**config.mk**
```make
export PLATFORM = sky130hd
export DESIGN_NAME = axi_lite_cmd_mst_intf_flat
export DESIGN_NICKNAME = d
export VERILOG_FILES = /design/src/rtl/axi_lite_cmd_pkg.sv /design/src/rtl/axi_lite_cmd_mst_intf_if.sv /design/src/rtl/axi_lite_cmd_mst_intf.sv /design/src/flat_wrapper.sv
export SDC_FILE = /design/constraint.sdc
export NUM_CORES = 1
export LEC_CHECK = 0
export CAP_MARGIN = 20
export CORE_UTILIZATION = 25
export CTS_CLUSTER_DIAMETER = 50
export CTS_CLUSTER_SIZE = 16
export DETAILED_ROUTE_END_ITERATION = 10
export DONT_BUFFER_PORTS = 1
export HOLD_SLACK_MARGIN = 0.03
export RECOVER_POWER = 100
export SYNTH_ARGS = -nofsm -noshare
export SYNTH_HDL_FRONTEND = slang
export SYNTH_SLANG_ARGS = --single-unit
```
**constraint.sdc**
```tcl
create_clock -name clk -period 2.2 [get_ports clk]
set_input_delay 0.11 -clock clk [delete_from_list [all_inputs] [get_ports clk]]
set_output_delay 0.11 -clock clk [all_outputs]
set_load 0.005 [all_outputs]
```
**src/rtl/axi_lite_cmd_pkg.sv**
```systemverilog
// ---------------------------------------------------------------------------
// axi_lite_cmd_pkg
// Shared types for the AXI-Lite command master:
//   state_e      - command FSM states
//   resp_e       - AXI response codes (OKAY, EXOKAY, SLVERR, DECERR)
//   resp_is_err  - true for any response other than OKAY
// ---------------------------------------------------------------------------
package axi_lite_cmd_pkg;

  typedef enum logic [2:0] {
    IDLE  = 3'd0,
    WR    = 3'd1,   // AW and W in flight, each retired on its own handshake
    WR_B  = 3'd2,
    RD_AR = 3'd3,
    RD_R  = 3'd4,
    RSP   = 3'd5
  } state_e;

  typedef enum logic [1:0] {
    OKAY   = 2'b00,
    EXOKAY = 2'b01,
    SLVERR = 2'b10,
    DECERR = 2'b11
  } resp_e;

  function automatic logic resp_is_err(input logic [1:0] resp);
    return resp != OKAY;
  endfunction

endpackage

```
**src/rtl/axi_lite_cmd_mst_intf_if.sv**
```systemverilog
// ---------------------------------------------------------------------------
// AXI_LITE
// AXI-Lite bus bundle (five channels, no clock/reset inside).
//   Master modport : drives AW/W/AR payload+valid, B/R ready
//   Slave  modport : drives AW/W/AR ready, B/R payload+valid
// ---------------------------------------------------------------------------
interface AXI_LITE #(
  parameter int unsigned AddrWidth = 32,
  parameter int unsigned DataWidth = 32
) ();

  logic [AddrWidth-1:0]   aw_addr;
  logic [2:0]             aw_prot;
  logic                   aw_valid;
  logic                   aw_ready;

  logic [DataWidth-1:0]   w_data;
  logic [DataWidth/8-1:0] w_strb;
  logic                   w_valid;
  logic                   w_ready;

  logic [1:0]             b_resp;
  logic                   b_valid;
  logic                   b_ready;

  logic [AddrWidth-1:0]   ar_addr;
  logic [2:0]             ar_prot;
  logic                   ar_valid;
  logic                   ar_ready;

  logic [DataWidth-1:0]   r_data;
  logic [1:0]             r_resp;
  logic                   r_valid;
  logic                   r_ready;

  modport Master (
    output aw_addr, aw_prot, aw_valid, input aw_ready,
    output w_data, w_strb, w_valid,    input w_ready,
    input  b_resp, b_valid,            output b_ready,
    output ar_addr, ar_prot, ar_valid, input ar_ready,
    input  r_data, r_resp, r_valid,    output r_ready
  );

  modport Slave (
    input  aw_addr, aw_prot, aw_valid, output aw_ready,
    input  w_data, w_strb, w_valid,    output w_ready,
    output b_resp, b_valid,            input b_ready,
    input  ar_addr, ar_prot, ar_valid, output ar_ready,
    output r_data, r_resp, r_valid,    input r_ready
  );

endinterface

```
**src/rtl/axi_lite_cmd_mst_intf.sv**
```systemverilog
// ---------------------------------------------------------------------------
// axi_lite_cmd_mst_intf
// Turns a simple valid/ready command into one AXI-Lite read or write and
// returns the result on a valid/ready response port. One transaction at a
// time; counts non-OKAY responses in a saturating counter.
//
// Ports
//   clk, rstn         clock, asynchronous active-low reset
//   mst               AXI_LITE.Master toward the interconnect
//   req_valid/ready   command handshake; req_ready is high only in IDLE
//   req_write/addr/wdata/wstrb  command fields, latched on accept
//   rsp_valid/ready   response handshake
//   rsp_rdata/resp/write        response payload (rdata is 0 for writes)
//   err_count         saturating count of non-OKAY B/R responses
// ---------------------------------------------------------------------------
module axi_lite_cmd_mst_intf
  import axi_lite_cmd_pkg::*;
#(
  parameter int unsigned AxiAddrWidth = 32,
  parameter int unsigned AxiDataWidth = 32,
  parameter int unsigned ErrCntWidth  = 16
) (
  input  logic                      clk,
  input  logic                      rstn,
  AXI_LITE.Master                   mst,
  input  logic                      req_valid,
  output logic                      req_ready,
  input  logic                      req_write,
  input  logic [AxiAddrWidth-1:0]   req_addr,
  input  logic [AxiDataWidth-1:0]   req_wdata,
  input  logic [AxiDataWidth/8-1:0] req_wstrb,
  output logic                      rsp_valid,
  input  logic                      rsp_ready,
  output logic [AxiDataWidth-1:0]   rsp_rdata,
  output logic [1:0]                rsp_resp,
  output logic                      rsp_write,
  output logic [ErrCntWidth-1:0]    err_count
);

  state_e state_q, state_d;

  // Latched command
  logic                      write_q;
  logic [AxiAddrWidth-1:0]   addr_q;
  logic [AxiDataWidth-1:0]   wdata_q;
  logic [AxiDataWidth/8-1:0] wstrb_q;

  // In WR each channel stays pending until its own handshake
  logic aw_pend_q, aw_pend_d;
  logic w_pend_q,  w_pend_d;

  logic [AxiDataWidth-1:0] rsp_rdata_q, rsp_rdata_d;
  logic [1:0]              rsp_resp_q,  rsp_resp_d;
  logic [ErrCntWidth-1:0]  err_count_q, err_count_d;

  logic cmd_accept;
  logic aw_valid, w_valid;
  logic err_inc;

  // All AXI valids/readies decode only from registered state, so they never
  // depend combinationally on the slave's ready/valid inputs.
  assign req_ready  = (state_q == IDLE);
  assign cmd_accept = req_valid & req_ready;
  assign aw_valid   = (state_q == WR) & aw_pend_q;
  assign w_valid    = (state_q == WR) & w_pend_q;

  assign mst.aw_addr  = addr_q;
  assign mst.aw_prot  = 3'b000;
  assign mst.aw_valid = aw_valid;
  assign mst.w_data   = wdata_q;
  assign mst.w_strb   = wstrb_q;
  assign mst.w_valid  = w_valid;
  assign mst.b_ready  = (state_q == WR_B);
  assign mst.ar_addr  = addr_q;
  assign mst.ar_prot  = 3'b000;
  assign mst.ar_valid = (state_q == RD_AR);
  assign mst.r_ready  = (state_q == RD_R);

  assign rsp_valid = (state_q == RSP);
  assign rsp_rdata = rsp_rdata_q;
  assign rsp_resp  = rsp_resp_q;
  assign rsp_write = write_q;
  assign err_count = err_count_q;

  always_comb begin
    state_d     = state_q;
    aw_pend_d   = aw_pend_q;
    w_pend_d    = w_pend_q;
    rsp_rdata_d = rsp_rdata_q;
    rsp_resp_d  = rsp_resp_q;
    err_inc     = 1'b0;

    unique case (state_q)
      IDLE: begin
        if (req_valid) begin
          if (req_write) begin
            state_d   = WR;
            aw_pend_d = 1'b1;
            w_pend_d  = 1'b1;
          end else begin
            state_d = RD_AR;
          end
        end
      end
      WR: begin
        if (aw_valid && mst.aw_ready) aw_pend_d = 1'b0;
        if (w_valid && mst.w_ready)   w_pend_d  = 1'b0;
        // Covers same-cycle completion as well as either order
        if (!aw_pend_d && !w_pend_d)  state_d   = WR_B;
      end
      WR_B: begin
        if (mst.b_valid) begin
          rsp_resp_d  = mst.b_resp;
          rsp_rdata_d = '0;
          err_inc     = resp_is_err(mst.b_resp);
          state_d     = RSP;
        end
      end
      RD_AR: begin
        if (mst.ar_ready) state_d = RD_R;
      end
      RD_R: begin
        if (mst.r_valid) begin
          rsp_resp_d  = mst.r_resp;
          rsp_rdata_d = mst.r_data;
          err_inc     = resp_is_err(mst.r_resp);
          state_d     = RSP;
        end
      end
      RSP: begin
        // Returning to IDLE (not straight to accept) forces one idle cycle
        // between back-to-back commands.
        if (rsp_ready) state_d = IDLE;
      end
      default: state_d = IDLE;
    endcase

    err_count_d = err_count_q;
    if (err_inc && !(&err_count_q)) err_count_d = err_count_q + ErrCntWidth'(1);
  end

  always_ff @(posedge clk or negedge rstn) begin
    if (!rstn) begin
      state_q     <= IDLE;
      aw_pend_q   <= 1'b0;
      w_pend_q    <= 1'b0;
      write_q     <= 1'b0;
      addr_q      <= '0;
      wdata_q     <= '0;
      wstrb_q     <= '0;
      rsp_rdata_q <= '0;
      rsp_resp_q  <= '0;
      err_count_q <= '0;
    end else begin
      state_q     <= state_d;
      aw_pend_q   <= aw_pend_d;
      w_pend_q    <= w_pend_d;
      rsp_rdata_q <= rsp_rdata_d;
      rsp_resp_q  <= rsp_resp_d;
      err_count_q <= err_count_d;
      if (cmd_accept) begin
        write_q <= req_write;
        addr_q  <= req_addr;
        wdata_q <= req_wdata;
        wstrb_q <= req_wstrb;
      end
    end
  end

endmodule

```
**src/flat_wrapper.sv**
```systemverilog
// flat-port wrapper written by rule: the top's interface ports become plain ports
module axi_lite_cmd_mst_intf_flat import axi_lite_cmd_pkg::*;
#(
  parameter int unsigned AxiAddrWidth = 32,
  parameter int unsigned AxiDataWidth = 32,
  parameter int unsigned ErrCntWidth  = 16
)
  (clk, rstn, req_valid, req_ready, req_write, req_addr, req_wdata, req_wstrb, rsp_valid, rsp_ready, rsp_rdata, rsp_resp, rsp_write, err_count, mst_aw_addr, mst_aw_prot, mst_aw_valid, mst_aw_ready, mst_w_data, mst_w_strb, mst_w_valid, mst_w_ready, mst_b_resp, mst_b_valid, mst_b_ready, mst_ar_addr, mst_ar_prot, mst_ar_valid, mst_ar_ready, mst_r_data, mst_r_resp, mst_r_valid, mst_r_ready);
  AXI_LITE #(.AddrWidth(32), .DataWidth(32)) mst_i ();
  input  logic clk;
  input  logic rstn;
  input  logic req_valid;
  output logic req_ready;
  input  logic req_write;
  input  logic [AxiAddrWidth-1:0] req_addr;
  input  logic [AxiDataWidth-1:0] req_wdata;
  input  logic [AxiDataWidth/8-1:0] req_wstrb;
  output logic rsp_valid;
  input  logic rsp_ready;
  output logic [AxiDataWidth-1:0] rsp_rdata;
  output logic [1:0] rsp_resp;
  output logic rsp_write;
  output logic [ErrCntWidth-1:0] err_count;
  output wire logic [$bits(mst_i.aw_addr)-1:0] mst_aw_addr;
  output wire logic [$bits(mst_i.aw_prot)-1:0] mst_aw_prot;
  output wire logic [$bits(mst_i.aw_valid)-1:0] mst_aw_valid;
  input wire logic [$bits(mst_i.aw_ready)-1:0] mst_aw_ready;
  output wire logic [$bits(mst_i.w_data)-1:0] mst_w_data;
  output wire logic [$bits(mst_i.w_strb)-1:0] mst_w_strb;
  output wire logic [$bits(mst_i.w_valid)-1:0] mst_w_valid;
  input wire logic [$bits(mst_i.w_ready)-1:0] mst_w_ready;
  input wire logic [$bits(mst_i.b_resp)-1:0] mst_b_resp;
  input wire logic [$bits(mst_i.b_valid)-1:0] mst_b_valid;
  output wire logic [$bits(mst_i.b_ready)-1:0] mst_b_ready;
  output wire logic [$bits(mst_i.ar_addr)-1:0] mst_ar_addr;
  output wire logic [$bits(mst_i.ar_prot)-1:0] mst_ar_prot;
  output wire logic [$bits(mst_i.ar_valid)-1:0] mst_ar_valid;
  input wire logic [$bits(mst_i.ar_ready)-1:0] mst_ar_ready;
  input wire logic [$bits(mst_i.r_data)-1:0] mst_r_data;
  input wire logic [$bits(mst_i.r_resp)-1:0] mst_r_resp;
  input wire logic [$bits(mst_i.r_valid)-1:0] mst_r_valid;
  output wire logic [$bits(mst_i.r_ready)-1:0] mst_r_ready;
  assign mst_aw_addr = mst_i.aw_addr;
  assign mst_aw_prot = mst_i.aw_prot;
  assign mst_aw_valid = mst_i.aw_valid;
  assign mst_i.aw_ready = mst_aw_ready;
  assign mst_w_data = mst_i.w_data;
  assign mst_w_strb = mst_i.w_strb;
  assign mst_w_valid = mst_i.w_valid;
  assign mst_i.w_ready = mst_w_ready;
  assign mst_i.b_resp = mst_b_resp;
  assign mst_i.b_valid = mst_b_valid;
  assign mst_b_ready = mst_i.b_ready;
  assign mst_ar_addr = mst_i.ar_addr;
  assign mst_ar_prot = mst_i.ar_prot;
  assign mst_ar_valid = mst_i.ar_valid;
  assign mst_i.ar_ready = mst_ar_ready;
  assign mst_i.r_data = mst_r_data;
  assign mst_i.r_resp = mst_r_resp;
  assign mst_i.r_valid = mst_r_valid;
  assign mst_r_ready = mst_i.r_ready;
  axi_lite_cmd_mst_intf #(.AxiAddrWidth(AxiAddrWidth), .AxiDataWidth(AxiDataWidth), .ErrCntWidth(ErrCntWidth)) u_core (.clk(clk), .rstn(rstn), .mst(mst_i), .req_valid(req_valid), .req_ready(req_ready), .req_write(req_write), .req_addr(req_addr), .req_wdata(req_wdata), .req_wstrb(req_wstrb), .rsp_valid(rsp_valid), .rsp_ready(rsp_ready), .rsp_rdata(rsp_rdata), .rsp_resp(rsp_resp), .rsp_write(rsp_write), .err_count(err_count));
endmodule
```
==> flow_metrics.tcl <==
set metrics [dict create \
    status "finished, violations left" \
    violations "hold timing" \
    yosys.area_share.simple_pct 10.9 \
    cts_hold_buf 110 \
    clkTransAtPathRegs_ns 0.06 \
    num-fill-cells 2039 \
    cts.path.max_buffers 2 \
    final_nets 649 \
    drive_above_1_share_pct 19.7 \
    placedCellCount 677 \
    leakagePower_nw 2.97 \
    grt_antenna_before_repair 0 \
    crit_slowest_cell "mux2_2" \
    min_period_ns 2.03 \
    hpwl_mm 8.80 \
    drtIter0Drc 90 \
    async_flop_share_pct 100 \
    core-area_sq_um 21100 \
    drc 0 \
    port-buffer-count 0 \
    grt_overflow_total 0 \
    finalCritPeriodShare_pct 92.3 \
    synth_edf_count 0 \
    grt_pass1_wl_mm 19.8 \
    dpl_cell_area_sq_um 5390 \
    synth_cell_type_count 43 \
    critical_path.endpoint "u_core.mst.ar_addr[31]$_DFFE_PN0P_" \
    max-vdd-ir-drop_uv 594 \
    slew_violations 0 \
    grt_use_total_pct 11.8 \
    cts_inserted_buffers 17 \
    vias_per_cell 4.38 \
    syn_area_sq_um 5410 \
    fp.dieH_microns 149 \
    rows 53 \
    fmaxAchievable_mhz 493 \
    path_delay_family "simple AND/OR/NAND/NOR gates" \
    arrival_ns 2.30 \
    drt_wl_total_mm 13.1 \
    hold_viol 124 \
    fin_skew_ns 0.0112 \
    grt_max_degree 125 \
    multi_input_area_sq_um 1830 \
    via_count 3585 \
    timing.reg2reg.worst_path_depth 5 \
    setup_tns_ns 0 \
    root_buffer "clkbuf_16" \
    synth_ff_type "dfrtp_1" \
    cts.sinks 124 \
    worst_r2r_startpoint "u_core.state_q[1]$_DFFE_PN0P_" \
    rrSetupSlack_ns 0.17 \
    synthAdderAreaFrac_pct 0.231 \
    die_x_microns 149 \
    antenna_left 0 \
    max_stage_delay_ns 0.39 \
    areaGrowthSynthToFinish_pct 31.1 \
    path_cells "or2_0 > nor2_1 > and2_4 > buf_12 > mux2_2" \
    end_kind "register" \
    ys_seq_area_share_pct 57.4 \
    stdcell_area_sq_um 7090 \
    hp-class "input pin to asynchronous set/reset pin" \
    start_kind "register" \
    crit_path_max_fanout 70 \
    worstSetupStartpoint "u_core.state_q[1]$_DFFE_PN0P_" \
    critPathKind "register to register" \
    critical_path_required_ns 2.47 \
    wire_per_inst_microns 16.0 \
    synth_top_family_by_area "multiplexers" \
    hold_ws_ns -0.593 \
    cts-htree-levels 4 \
    grt_pass1_vias 3847 \
    p_per_area_nw_per_um2 1290 \
    postSynthAreaPerCell_sq_um 12.0 \
    routabilityCongestion 0.760 \
    initial_core_util_pct 25.6 \
    setup_viol 0 \
    ys_ff_latch 124 \
    pin_count 278 \
    clk_latency_ns 0.40 \
    regArea_sq_um 3100 \
    syn_inst 452 \
    synthMuxAreaShare_pct 14.7 \
    rsz0062_at_grt "false" \
    dieArea_sq_um 22200 \
    synth-xor-area-share_pct 2.43 \
    yosys_warnings 0 \
    firstDrtPassIters 6 \
    cp.depth 5 \
    fin_ws_ns 0.170 \
    n_antenna_cell 0 \
    synth_compound_area_share_pct 5.25 \
    path_buf_inv 1 \
    cts_tree "done" \
    pre_cts_slack_ns 0.227 \
    r2r-end "u_core.mst.ar_addr[31]$_DFFE_PN0P_" \
    stdcell_count 818 \
    drv_cap 0 \
]
[state kept, by name, summed over array words and instances, names as in the netlist]
signal and count:
u_core.mst.w_strb 4, u_core.state_q 3, u_core.w_pend_q 1, u_core.mst.w_data 32
u_core.aw_pend_q 1, u_core.rsp_resp 2, u_core.rsp_write 1, u_core.err_count 16
u_core.rsp_rdata 32, u_core.mst.ar_addr 32
[layout by cell type, fill, tap and decap left out, types with 2 or more instances in the layout]
cell / n
dfrtp_1: 124
dlygate4sd3_1: 110
nand2_1: 84
mux2_2: 61
o21ai_0: 36
clkbuf_16: 17
xnor2_1: 13
mux2_1: 8
nor2_1: 7
nand4_1: 7
inv_1: 6
conb_1: 6
nand3_1: 5
buf_4: 5
clkbuf_8: 4
nand2b_1: 3
and2_0: 3
a21oi_1: 3
bufinv_16: 3
nor3b_1: 2
nor3_1: 2
a211oi_1: 2
xor2_1: 2
mux2i_1: 2
and3_2: 2
clkinv_2: 2
clkinvlp_4: 2
buf_12: 2
[Yosys cell counts, types with 2 or more instances]
cell | count | share of area (%)
buf_4 | 40 | 5.6
a21oi_1 | 3 | 0.28
buf_6 | 10 | 2.1
nand2b_1 | 2 | 0.23
buf_2 | 5 | 0.46
nand2_1 | 84 | 5.8
nor3b_1 | 2 | 0.28
xnor2_1 | 13 | 2.1
and2_1 | 4 | 0.46
a211oi_1 | 2 | 0.28
nand4_1 | 7 | 0.81
inv_1 | 6 | 0.42
mux2i_1 | 2 | 0.37
nor3_1 | 2 | 0.19
clkbuf_1 | 6 | 0.42
nand3_1 | 4 | 0.37
mux2_2 | 61 | 13
and3_2 | 2 | 0.28
mux2_1 | 8 | 1.7
dfrtp_1 | 124 | 57
o21ai_0 | 36 | 3.3
xor2_1 | 2 | 0.32
nor2_1 | 7 | 0.49
[cell type report]
class	instances	area share (%)
clock inverter	7	1.62
sequential	124	43.8
clock buffer	21	6.78
multi-input combinational	266	25.9
tap	275	4.86
inverter	6	0.318
timing repair buffer	119	16.8
[worst min path at each step]
stage | startpoint | to | depth (start not counted)
CTS | rstn | u_core.mst.w_data[19]$_DFFE_PN0P_ | 0
detailed placement | rstn | u_core.mst.w_data[19]$_DFFE_PN0P_ | 0
global placement | rstn | u_core.mst.ar_addr[6]$_DFFE_PN0P_ | 0
finish | rstn | u_core.mst.ar_addr[6]$_DFFE_PN0P_ | 0
global route | rstn | u_core.mst.w_data[19]$_DFFE_PN0P_ | 0
floorplan | rstn | u_core.aw_pend_q$_DFFE_PN0P_ | 0
[per-layer routing]
| metal | wire length, microns | vias to the layer above | track usage, % |
|---|---|---|---|
| li1 | - | 1643 | - |
| met1 | 4830 | 1751 | 11.5 |
| met2 | 7070 | 168 | 21.8 |
| met3 | 913 | 23 | 4.68 |
| met4 | 273 | 0 | 4.90 |
| met5 | 0 | - | 0 |
[stage by stage]
| step | power, mW | util, % |
|---|---|---|
| 2_1_floorplan | 6.09 | - |
| 3_3_place_gp | 6.07 | 25.5 |
| 5_1_grt | 9.78 | 33.6 |
| 6_report | 9.17 | 33.6 |
| 4_1_cts | 9.31 | 33.6 |
| 3_5_place_dp | 6.26 | 25.5 |
[cell families after synthesis]
| group | count (synthesis) |
|---|---|
| compound gates | 48 |
| buf+inv | 67 |
| other cells | 1 |
| fa+ha+maj | 1 |
| mux | 71 |
| xor+xnor | 15 |
| flops | 124 |
| simple gates | 125 |
[power by group]
group / internal (mW) / switching, mW
Sequential: 3.26 / 0.992
Combinational: 1.14 / 0.959
Clock: 1.87 / 0.944
Total: 6.28 / 2.89
[repair_timing]
action                     4_1_cts  5_1_grt
gates resized for setup          0        0
setup buffers                    0        3
setup endpoints to repair        0        1
hold endpoints to repair       232      124
Power figures use the tool's default switching activity.
